## src/rtl/post_normal.sv

```systemverilog
// Post-normalizer for binary32 add/sub: iterative renormalization, rounding and packing.
// Define POST_NORMAL_RNE_EN for round-to-nearest-even; otherwise rounds toward zero.
module post_normal #(
   parameter int EXP_W = 8,
   parameter int MAN_W = 23
) (
   input  logic                     clk_i,
   input  logic                     rst_i,
   input  logic                     valid_i,
   output logic                     ready_o,
   input  logic                     sign_i,
   input  logic [EXP_W-1:0]         exp_i,
   input  logic [MAN_W+1:0]         mant_i,
   input  logic [2:0]               grs_i,
   output logic                     valid_o,
   input  logic                     ready_i,
   output logic [EXP_W+MAN_W:0]     result_o,
   output logic                     overflow_o,
   output logic                     underflow_o,
   output logic                     inexact_o
);

   localparam int RES_W = 1 + EXP_W + MAN_W;
   localparam int SH_W  = $clog2(MAN_W + 1);

   localparam logic [1:0] S_IDLE  = 2'd0;
   localparam logic [1:0] S_NORM  = 2'd1;
   localparam logic [1:0] S_ROUND = 2'd2;
   localparam logic [1:0] S_DONE  = 2'd3;

   localparam logic [EXP_W-1:0] EXP_ONES = '1;
   localparam logic [EXP_W:0]   EXP_MAX  = {1'b0, EXP_ONES};
   localparam logic [EXP_W:0]   EXP_ONE  = (EXP_W+1)'(1);
   localparam logic [SH_W-1:0]  SH_MAX   = SH_W'(MAN_W);

   logic [1:0]       state_q, state_d;
   logic             sign_q, sign_d;
   logic [EXP_W:0]   exp_q, exp_d;
   logic [MAN_W+1:0] mant_q, mant_d;
   logic [2:0]       grs_q, grs_d;
   logic [SH_W-1:0]  shift_q, shift_d;
   logic [RES_W-1:0] result_q, result_d;
   logic             ovf_q, ovf_d;
   logic             unf_q, unf_d;
   logic             inx_q, inx_d;

   logic             round_up;
   logic             rnd_inexact;
   logic [MAN_W+1:0] rnd_sum;
   logic [MAN_W:0]   rnd_mant;
   logic [EXP_W:0]   rnd_exp;
   logic [EXP_W:0]   enc_exp;
   logic [RES_W-1:0] ovf_result;

   // Rounding datapath, consumed only in ROUND; a carry out of the significand renormalizes by one.
   always_comb begin
      rnd_inexact = |grs_q;
`ifdef POST_NORMAL_RNE_EN
      round_up   = grs_q[2] & (grs_q[1] | grs_q[0] | mant_q[0]);
      ovf_result = {sign_q, EXP_ONES, {MAN_W{1'b0}}};
`else
      round_up   = 1'b0;
      ovf_result = {sign_q, {{(EXP_W-1){1'b1}}, 1'b0}, {MAN_W{1'b1}}};
`endif
      rnd_sum = {1'b0, mant_q[MAN_W:0]} + {{(MAN_W+1){1'b0}}, round_up};
      if (rnd_sum[MAN_W+1]) begin
         rnd_mant = rnd_sum[MAN_W+1:1];
         rnd_exp  = exp_q + 1'b1;
      end else begin
         rnd_mant = rnd_sum[MAN_W:0];
         rnd_exp  = exp_q;
      end
      enc_exp = rnd_mant[MAN_W] ? rnd_exp : '0;
   end

   always_comb begin
      state_d  = state_q;
      sign_d   = sign_q;
      exp_d    = exp_q;
      mant_d   = mant_q;
      grs_d    = grs_q;
      shift_d  = shift_q;
      result_d = result_q;
      ovf_d    = ovf_q;
      unf_d    = unf_q;
      inx_d    = inx_q;
      case (state_q)
         S_IDLE: begin
            if (valid_i) begin
               sign_d  = sign_i;
               exp_d   = {1'b0, exp_i};
               mant_d  = mant_i;
               grs_d   = grs_i;
               shift_d = '0;
               state_d = S_NORM;
            end
         end
         S_NORM: begin
            if (exp_q == EXP_MAX) begin
               result_d = {sign_q, EXP_ONES, mant_q[MAN_W-1:0]};
               ovf_d    = 1'b0;
               unf_d    = 1'b0;
               inx_d    = 1'b0;
               state_d  = S_DONE;
            end else if (mant_q == '0 && grs_q == 3'b000) begin
               result_d = '0;
               ovf_d    = 1'b0;
               unf_d    = 1'b0;
               inx_d    = 1'b0;
               state_d  = S_DONE;
            end else if (mant_q[MAN_W+1]) begin
               mant_d  = {1'b0, mant_q[MAN_W+1:1]};
               exp_d   = exp_q + 1'b1;
               grs_d   = {mant_q[0], grs_q[2], grs_q[1] | grs_q[0]};
               state_d = S_ROUND;
            end else if (mant_q[MAN_W] || exp_q <= EXP_ONE || shift_q == SH_MAX) begin
               state_d = S_ROUND;
            end else begin
               // Guard bit feeds the vacated LSB; sticky is preserved across left shifts.
               mant_d  = {mant_q[MAN_W:0], grs_q[2]};
               exp_d   = exp_q - 1'b1;
               grs_d   = {grs_q[1], 1'b0, grs_q[0]};
               shift_d = shift_q + 1'b1;
            end
         end
         S_ROUND: begin
            if (enc_exp >= EXP_MAX) begin
               result_d = ovf_result;
               ovf_d    = 1'b1;
               unf_d    = 1'b0;
               inx_d    = 1'b1;
            end else begin
               result_d = {sign_q, enc_exp[EXP_W-1:0], rnd_mant[MAN_W-1:0]};
               ovf_d    = 1'b0;
               unf_d    = (enc_exp == '0) & rnd_inexact;
               inx_d    = rnd_inexact;
            end
            state_d = S_DONE;
         end
         S_DONE: begin
            if (ready_i) begin
               state_d = S_IDLE;
            end
         end
         default: state_d = S_IDLE;
      endcase
   end

   always_ff @(posedge clk_i or posedge rst_i) begin
      if (rst_i) begin
         state_q  <= S_IDLE;
         sign_q   <= 1'b0;
         exp_q    <= '0;
         mant_q   <= '0;
         grs_q    <= 3'b000;
         shift_q  <= '0;
         result_q <= '0;
         ovf_q    <= 1'b0;
         unf_q    <= 1'b0;
         inx_q    <= 1'b0;
      end else begin
         state_q  <= state_d;
         sign_q   <= sign_d;
         exp_q    <= exp_d;
         mant_q   <= mant_d;
         grs_q    <= grs_d;
         shift_q  <= shift_d;
         result_q <= result_d;
         ovf_q    <= ovf_d;
         unf_q    <= unf_d;
         inx_q    <= inx_d;
      end
   end

   assign ready_o     = (state_q == S_IDLE);
   assign valid_o     = (state_q == S_DONE);
   assign result_o    = result_q;
   assign overflow_o  = ovf_q;
   assign underflow_o = unf_q;
   assign inexact_o   = inx_q;

endmodule

```

## config.mk

```make
export PLATFORM = sky130hd
export DESIGN_NAME = post_normal
export DESIGN_NICKNAME = d
export VERILOG_FILES = /design/src/rtl/post_normal.sv
export SDC_FILE = /design/constraint.sdc
export NUM_CORES = 1
export LEC_CHECK = 0
export BUFFER_PORTS_ARGS = -buffer_cell sky130_fd_sc_hd__buf_2
export CORE_UTILIZATION = 61
export DETAILED_ROUTE_END_ITERATION = 10
export GPL_TIMING_DRIVEN = 0
export PLACE_DENSITY = 0.86
export SLEW_MARGIN = 25
export SYNTH_ARGS = -nofsm -noshare
export SYNTH_HDL_FRONTEND = slang
export SYNTH_SLANG_ARGS = --single-unit
```

## constraint.sdc

```tcl
create_clock -name clk_i -period 3.9 [get_ports clk_i]
set_clock_uncertainty 0.05 [all_clocks]
set_input_delay 0.195 -clock clk_i [delete_from_list [all_inputs] [get_ports clk_i]]
set_output_delay 0.195 -clock clk_i [all_outputs]
set_load 0.005 [all_outputs]
```

==> flow_summary_export.csv, run 1 <==
group,metric,value,unit
run_status,status,"complete, no violations",
pwr,worst_ir_drop_vdd,0.0004737,V
finish,area_delta_synth_final,16.33,%
die,start_util,63.76,%
cts,cts_setup_buffers,0,
timing,rsz0062_at_grt,"false",
placed_design,hpwl,8419,um
worst_setup_path,crit_slowest_cell,"clkbuf_1",
cts,cts_root_buffer,"clkbuf_8",
cts,clk_pin_slew,90,ps
die,die_height,89.31,um
worst_setup_path,rr_endpoint,"exp_q[8]",
global_route,grt-ovfl-total,0,
flow_run,maxCapViolCount,0,
finish,nets,598,
worst_setup_path,path_class,"reg2reg",
logic_synthesis,yosys.area.top_type_share,43.06,%
die,die_w,89.31,um
finish,final_cells,651,
die,ios,78,
logic_synthesis,netlist_area,4649,sq um
worst_setup_path,path_buf_inv,5,
logic_synthesis,syn_area_per_cell,10.15,sq um
logic_synthesis,yosysTopAreaCell,"dfrtp_1",
route,routed_wl,12080,um
logic_synthesis,netlist_instances,458,
route,vias,4233,
worst_setup_path,r2r-start,"state_q[1]",
timing,setup_violations,0,
hold_path,hold_class,"in2reg",
worst_setup_path,crit_cells,9,
logic_synthesis,synthFlopType,"dfrtp_1",
timing,post-route-period-util,68.72,%
worst_setup_path,max_stage_delay,500,ps
worst_setup_path,worst_setup_path_end_kind,"register",
logic_synthesis,yosys-top-cells-count,"dfrtp_1, inv_1, mux2i_1",
cts,clock_path_buffers,2,
logic_synthesis,ys_ff_latch,80,
global_route,antenna_found_initial,0,
timing,tns,0,ps
global_route,grt_pass1_wl,18660,um
placed_design,port_buffers,77,
pwr,power.internal,0.002513,W
cts,cts_tree,"yes",
finish,antenna_cells,0,
finish,final_util,74.18,%
logic_synthesis,synth_edf_count,0,
worst_setup_path,reg2reg_slack,1220,ps
route,post_drt_wl_per_cell,18.55,um
pwr,switching_power,0.001956,W
worst_setup_path,critPathArrivalTime,2860,ps
die,die_area,7975,sq um
timing,finalHoldViolCount,0,
pwr,swShare,43.77,%
cts,ctsHoldBuffers,1,
finish,drive_above_1_share,24.09,%
timing,fmax,0.3731,GHz
global_route,grt_use_total,31.07,%
pwr,p_comb_share,50.1,%
timing,relSlewSlack,56.12,%
global_route,grt_max_degree,48,
pwr,clockPowerShare,15.1,%
timing,period_minus_slack,2680,ps
logic_synthesis,yosys_warnings,0,
logic_synthesis,synthArstFlopShare,100.0,%
worst_setup_path,reg2reg_depth,9,
placed_design,gp_routability_congestion,0.9286,
placed_design,dp.cells,635,
route,first_iter_violations,462,
timing,slew_viol_final,0,
cts,clk-insertion-delay-late,360,ps
route,detail_route.first_pass.iterations,9,
logic_synthesis,synthDistinctLibCells,60,
hold_path,hp-start,"sign_i",
cts,cts_resized,0,
worst_setup_path,cp-start-kind,"register",
global_route,first_global_vias,3838,
timing,worst_slew_pin_slew,651.2,ps
cts,htree_levels,3,
pwr,power_density,826.3,nW/um^2
route,drtAntennaViolNets,0,
hold_path,worstHoldPathCells,2,
route,drt-vias-per-instance,6.502,
logic_synthesis,syn_nets,508,
logic_synthesis,yosysSeqAreaShare,43.06,%
die,fp.coreArea,7292,sq um
worst_setup_path,cp_top_family,"buffers and inverters",
hold_path,min_to,"sign_q",
worst_setup_path,crit_fanout,10,
worst_setup_path,crit_required,4080,ps
pwr,p_seq_share,34.8,%
route,drc,0,
worst_setup_path,cp_cell_sequence,"inv_1 > ha_1 > buf_2 > inv_1 > clkbuf_1 > clkbuf_1 > nor2_1 > a32oi_1 > o221ai_2",
cts,cts_sinks,80,
cts,cts_buffers,9,
logic_synthesis,synthTopCellsByArea,"dfrtp_1, mux2i_1, inv_1, a222oi_1, a21oi_1",
pwr,p_leak,2.650,nW
logic_synthesis,synthMostInstantiatedCell,"dfrtp_1",
die,num_rows,31,
[cells in the final DEF, fill, tap and decap left out, types with 6 or more instances in the layout]
cell type	n
a21oi_1	36
a222oi_1	21
a22oi_1	6
and3_1	9
buf_2	90
clkbuf_1	16
clkbuf_8	9
dfrtp_1	80
ha_1	9
inv_1	58
mux2_1	7
mux2_2	10
mux2i_1	51
nand2_1	12
nand3_1	16
nor2_1	15
nor3_1	7
nor4_1	10
o311ai_0	6
[kinds of logic after synthesis]
kind of cell | after synthesis | share of synthesized area, %
simple gates | 91 | 10.93
buf+inv | 94 | 8.746
mux | 69 | 15.58
fa+ha+maj | 9 | 2.422
compound gates | 114 | 19.08
xor+xnor | 1 | 0.1884
flops | 80 | 43.06
[power by group through the flow]
stage	Combinational, W	Sequential [W]	Clock (W)
after detailed placement	0.00218	0.00155	0
after floorplan	0.00161	0.00147	0
after global placement	0.00209	0.00152	0
after global routing	0.00244	0.00159	0.000710
after CTS	0.00221	0.00153	0.000678
final	0.00224	0.00156	0.000677
[stage by stage]
stage                     hold WS [ps]  instance area (sq um)  setup WS, ps  total power, W
final                            7.777                   5409          1220        0.004469
after global routing             25.34                   5409          1140        0.004745
after CTS                        10.16                   5409          1317        0.004418
after detailed placement         195.2                   5189          1355        0.003734
after global placement           381.2                   5159         685.9        0.003611
after floorplan                  278.7                   4649          1603        0.003086
[area by class of cell]
class	count	area, sq um
clock buffers	10	127.6
flip-flops and latches	80	2002
well taps	99	123.9
clock inverters	5	82.58
plain buffers	35	185.2
multi-input cells	284	2241
repair buffers	79	422.9
inverters	59	224.0
fillers	539	1883
[layer usage]
layer  wire, um  GRT usage, %  part of all wire, %
met5          0             0                    0
met4        333         12.55                  2.8
met3        964         6.925                  8.0
met2       5705         48.16                   47
met1       5074         42.48                   42
[worst register-to-register path, stage by stage, from the launching register on]
cell and delay (ps):
dfrtp_1 420, inv_1 100, ha_1 180, buf_2 200, inv_1 150, clkbuf_1 490
clkbuf_1 500, nor2_1 100, a32oi_1 250, o221ai_2 120
[state kept, by name, summed over array words and instances, names as in the netlist]
register,cells
result_o,32
mant_q,25
exp_q,9
shift_q,5
grs_q,3
state_q,2
inexact_o,1
overflow_o,1
sign_q,1
underflow_o,1
[worst max-delay path by stage]
stage	startpoint	endpoint	slack [ps]
4_1_cts	exp_q[0]	result_o[6]	1320
3_5_place_dp	exp_q[0]	result_o[7]	1350
3_3_place_gp	rst_i	result_o[3]	690
5_1_grt	state_q[1]	exp_q[8]	1140
6_report	state_q[1]	exp_q[8]	1220
2_1_floorplan	rst_i	exp_q[0]	1600
Note: power is estimated with default switching activity, not from simulation.
==> run 2, diff against run 1 <==
--- a/config.mk
+++ b/config.mk
@@ -5,11 +5,12 @@
 export SDC_FILE = /design/constraint.sdc
 export NUM_CORES = 1
 export LEC_CHECK = 0
+export ABC_AREA = 1
 export BUFFER_PORTS_ARGS = -buffer_cell sky130_fd_sc_hd__buf_2
-export CORE_UTILIZATION = 61
+export CORE_UTILIZATION = 52
 export DETAILED_ROUTE_END_ITERATION = 10
 export GPL_TIMING_DRIVEN = 0
-export PLACE_DENSITY = 0.86
+export PLACE_DENSITY = 0.77
 export SLEW_MARGIN = 25
 export SYNTH_ARGS = -nofsm -noshare
 export SYNTH_HDL_FRONTEND = slang
==> constraint.sdc (replaced) <==
create_clock -name clk_i -period 2.4 [get_ports clk_i]
set_clock_uncertainty 0.05 [all_clocks]
set_input_delay 0.12 -clock clk_i [delete_from_list [all_inputs] [get_ports clk_i]]
set_output_delay 0.12 -clock clk_i [all_outputs]
set_load 0.005 [all_outputs]
==> run 2 against run 1 <==
Effect of this change: hold slack improved by 0.96 ps; global-route usage decreased by 2.9 points; critical path depth increased by 2; combinational power increased by 75%; largest cell class unchanged; highest routed layer unchanged.
==> flow_summary_export.csv, run 2 <==
group,metric,value,unit
logic_synthesis,netlist_area,4915,sq um
logic_synthesis,syn_nets,748,
placed_design,hpwl,9611,um
timing,period_minus_slack,2189,ps
timing,holdWs,8.737,ps
logic_synthesis,synth_edf_count,0,
worst_setup_path,reg2reg_slack,210,ps
timing,worst_slew_pin_slew,536.7,ps
hold_path,hp-start,"exp_i[5]",
placed_design,gp_routability_congestion,0.9131,
route,first_iter_violations,317,
logic_synthesis,ys_ff_latch,80,
timing,rsz0062_at_grt,"false",
global_route,grt_max_degree,43,
global_route,first_global_vias,4652,
cts,cts_sinks,80,
placed_design,port_buffers,77,
logic_synthesis,synthDistinctLibCells,32,
global_route,top_usage_layer,"met2",
cts,clk-insertion-delay-late,360,ps
cts,htree_levels,3,
timing,fmax,0.4568,GHz
finish,fillers,866,
logic_synthesis,yosysTopAreaCell,"dfrtp_1",
die,die_height,99.22,um
cts,cts_setup_buffers,0,
cts,cts_buffers,9,
logic_synthesis,syn_area_per_cell,7.041,sq um
worst_setup_path,critPathArrivalTime,2430,ps
die,die_area,9845,sq um
die,die_w,99.22,um
finish,drive_above_1_share,17.51,%
pwr,power_density,1317,nW/um^2
finish,area_delta_synth_final,16.68,%
logic_synthesis,yosys_warnings,0,
worst_setup_path,crit_fanout,10,
finish,layout_common_cells,"nand2_1, buf_2, dfrtp_1",
global_route,grt-ovfl-total,0,
logic_synthesis,synthFlopType,"dfrtp_1",
logic_synthesis,netlist_instances,698,
cts,clk_pin_slew,90,ps
cts,cts_root_buffer,"clkbuf_8",
route,drc,0,
worst_setup_path,r2r-start,"exp_q[0]",
route,vias,4944,
worst_setup_path,cp-start-kind,"register",
global_route,grt_use_met1,39.34,%
flow_run,maxCapViolCount,0,
die,fp.coreArea,9196,sq um
logic_synthesis,synthTopCellsByArea,"dfrtp_1, nand2_1, nand3_1, o211ai_1, inv_1",
worst_setup_path,worst_setup_path_end_kind,"register",
pwr,finalPower,0.007549,W
global_route,antenna_found_initial,0,
route,detail_route.first_pass.iterations,5,
logic_synthesis,yosys-top-cells-count,"nand2_1, dfrtp_1, nand3_1",
run_status,status,"complete, no violations",
route,post_drt_wl_per_cell,14.63,um
global_route,gr-usage-met2,45.73,%
logic_synthesis,synthMostInstantiatedCell,"nand2_1",
route,drtAntennaViolNets,0,
die,num_rows,35,
die,ios,78,
timing,finalHoldViolCount,0,
pwr,p_leak,3.170,nW
finish,mostFrequentLayoutCell,"nand2_1",
worst_setup_path,path_class,"reg2reg",
cts,cts_tree,"yes",
finish,nets,840,
logic_synthesis,yosys.area.top_type_share,40.73,%
logic_synthesis,synthArstFlopShare,100.0,%
global_route,grt_use_total,28.14,%
hold_path,hold_class,"in2reg",
cts,clock_path_buffers,2,
timing,setup_violations,0,
timing,relSlewSlack,64.22,%
global_route,met3_usage,4.357,%
logic_synthesis,yosysSeqAreaShare,40.73,%
die,start_util,53.44,%
pwr,worst_ir_drop_vdd,0.0007056,V
worst_setup_path,crit_start,"exp_q[0]",
finish,largest_register_ffs,32,
route,routed_wl,13240,um
global_route,grt_pass1_wl,22170,um
worst_setup_path,crit_required,2640,ps
finish,antenna_cells,0,
timing,slew_viol_final,0,
route,drt-vias-per-instance,5.463,
timing,post-route-period-util,91.21,%
## run 2: cell types whose count changed after synthesis, sizes merged, moves of 12 or more
cell and delta:
mux2i -52, nor4 -12, nand3 +54, nor2 +33, mux2 -16, nand4 +22
a222oi -21, o211ai +30, nand2 +274
## run 2: logic make-up (layout without fill, tap and decap cells)
group,Yosys count,count (layout),synth area share [%]
multiplexers,1,1,0.2291
flip-flops,80,80,40.73
AND/OR/NAND/NOR,433,433,37.88
XOR/XNOR,2,2,0.3565
adder cells (fa/ha/maj),9,9,2.291
buffers and inverters,97,193,8.757
AO/OA/AOI/OAI,76,76,9.751
## run 2: worst paths after layout
check	end	cells past startpoint
min in group asynchronous	result_o[15]	3
worst max register to register	exp_q[1]	11
worst min register to register	result_o[11]	2
worst max-delay path	exp_q[1]	11
worst min-delay path	exp_q[5]	5
max in group asynchronous	mant_q[20]	4
## run 2: metal layers
metal,vias up,wire (um)
met5,-,0
met2,201,5988
met1,2279,6099
met3,22,939
li1,2442,-
met4,0,211
## run 2: area by class of cell
type | instances | area, sq um | area share [%]
clock inverter | 5 | 106.4 | 1.855
sequential | 80 | 2003 | 34.93
clock buffer | 10 | 127.6 | 2.226
timing repair buffer | 81 | 435.4 | 7.593
inverter | 61 | 231.5 | 4.037
tap | 111 | 138.9 | 2.422
multi-input combinational | 521 | 2487 | 43.38
buffer | 36 | 203.9 | 3.557
## run 2: through the flow
step	setup WS, ps	utilization (%)	area, sq um	setup TNS [ps]	std cells
CTS	22.46	62.29	5728	0	905
detailed placement	-92.76	59.39	5461	-548.6	887
floorplan	178.3	-	4915	0	698
global route	45.48	62.35	5734	0	905
global placement	-862.9	59.14	5439	-69120	886
finish	210.9	62.35	5734	0	905
## run 2: repair_timing
action | 4_1_cts | 5_1_grt
endpoints found under the hold margin | 43 | 0
hold buffers | 3 | 0
cloned | 0 | 0
resized for setup | 1 | 6
endpoints found under the setup margin | 11 | 62
## run 2: worst max-delay path: stages (launching register included)
cell,delay [ps]
dfrtp_2,460
ha_1,230
nand3_1,100
nor3_1,170
ha_2,310
inv_1,60
nand2_1,60
nand2_1,90
nand3_2,190
buf_4,230
nand2_1,90
nand2_1,80
## run 2: where the power goes
part / internal [W] / switching, W / leakage [nW]
Clock: 0.000688 / 0.000512 / 0.113
Combinational: 0.00137 / 0.00255 / 2.01
Sequential: 0.00193 / 0.000506 / 1.05
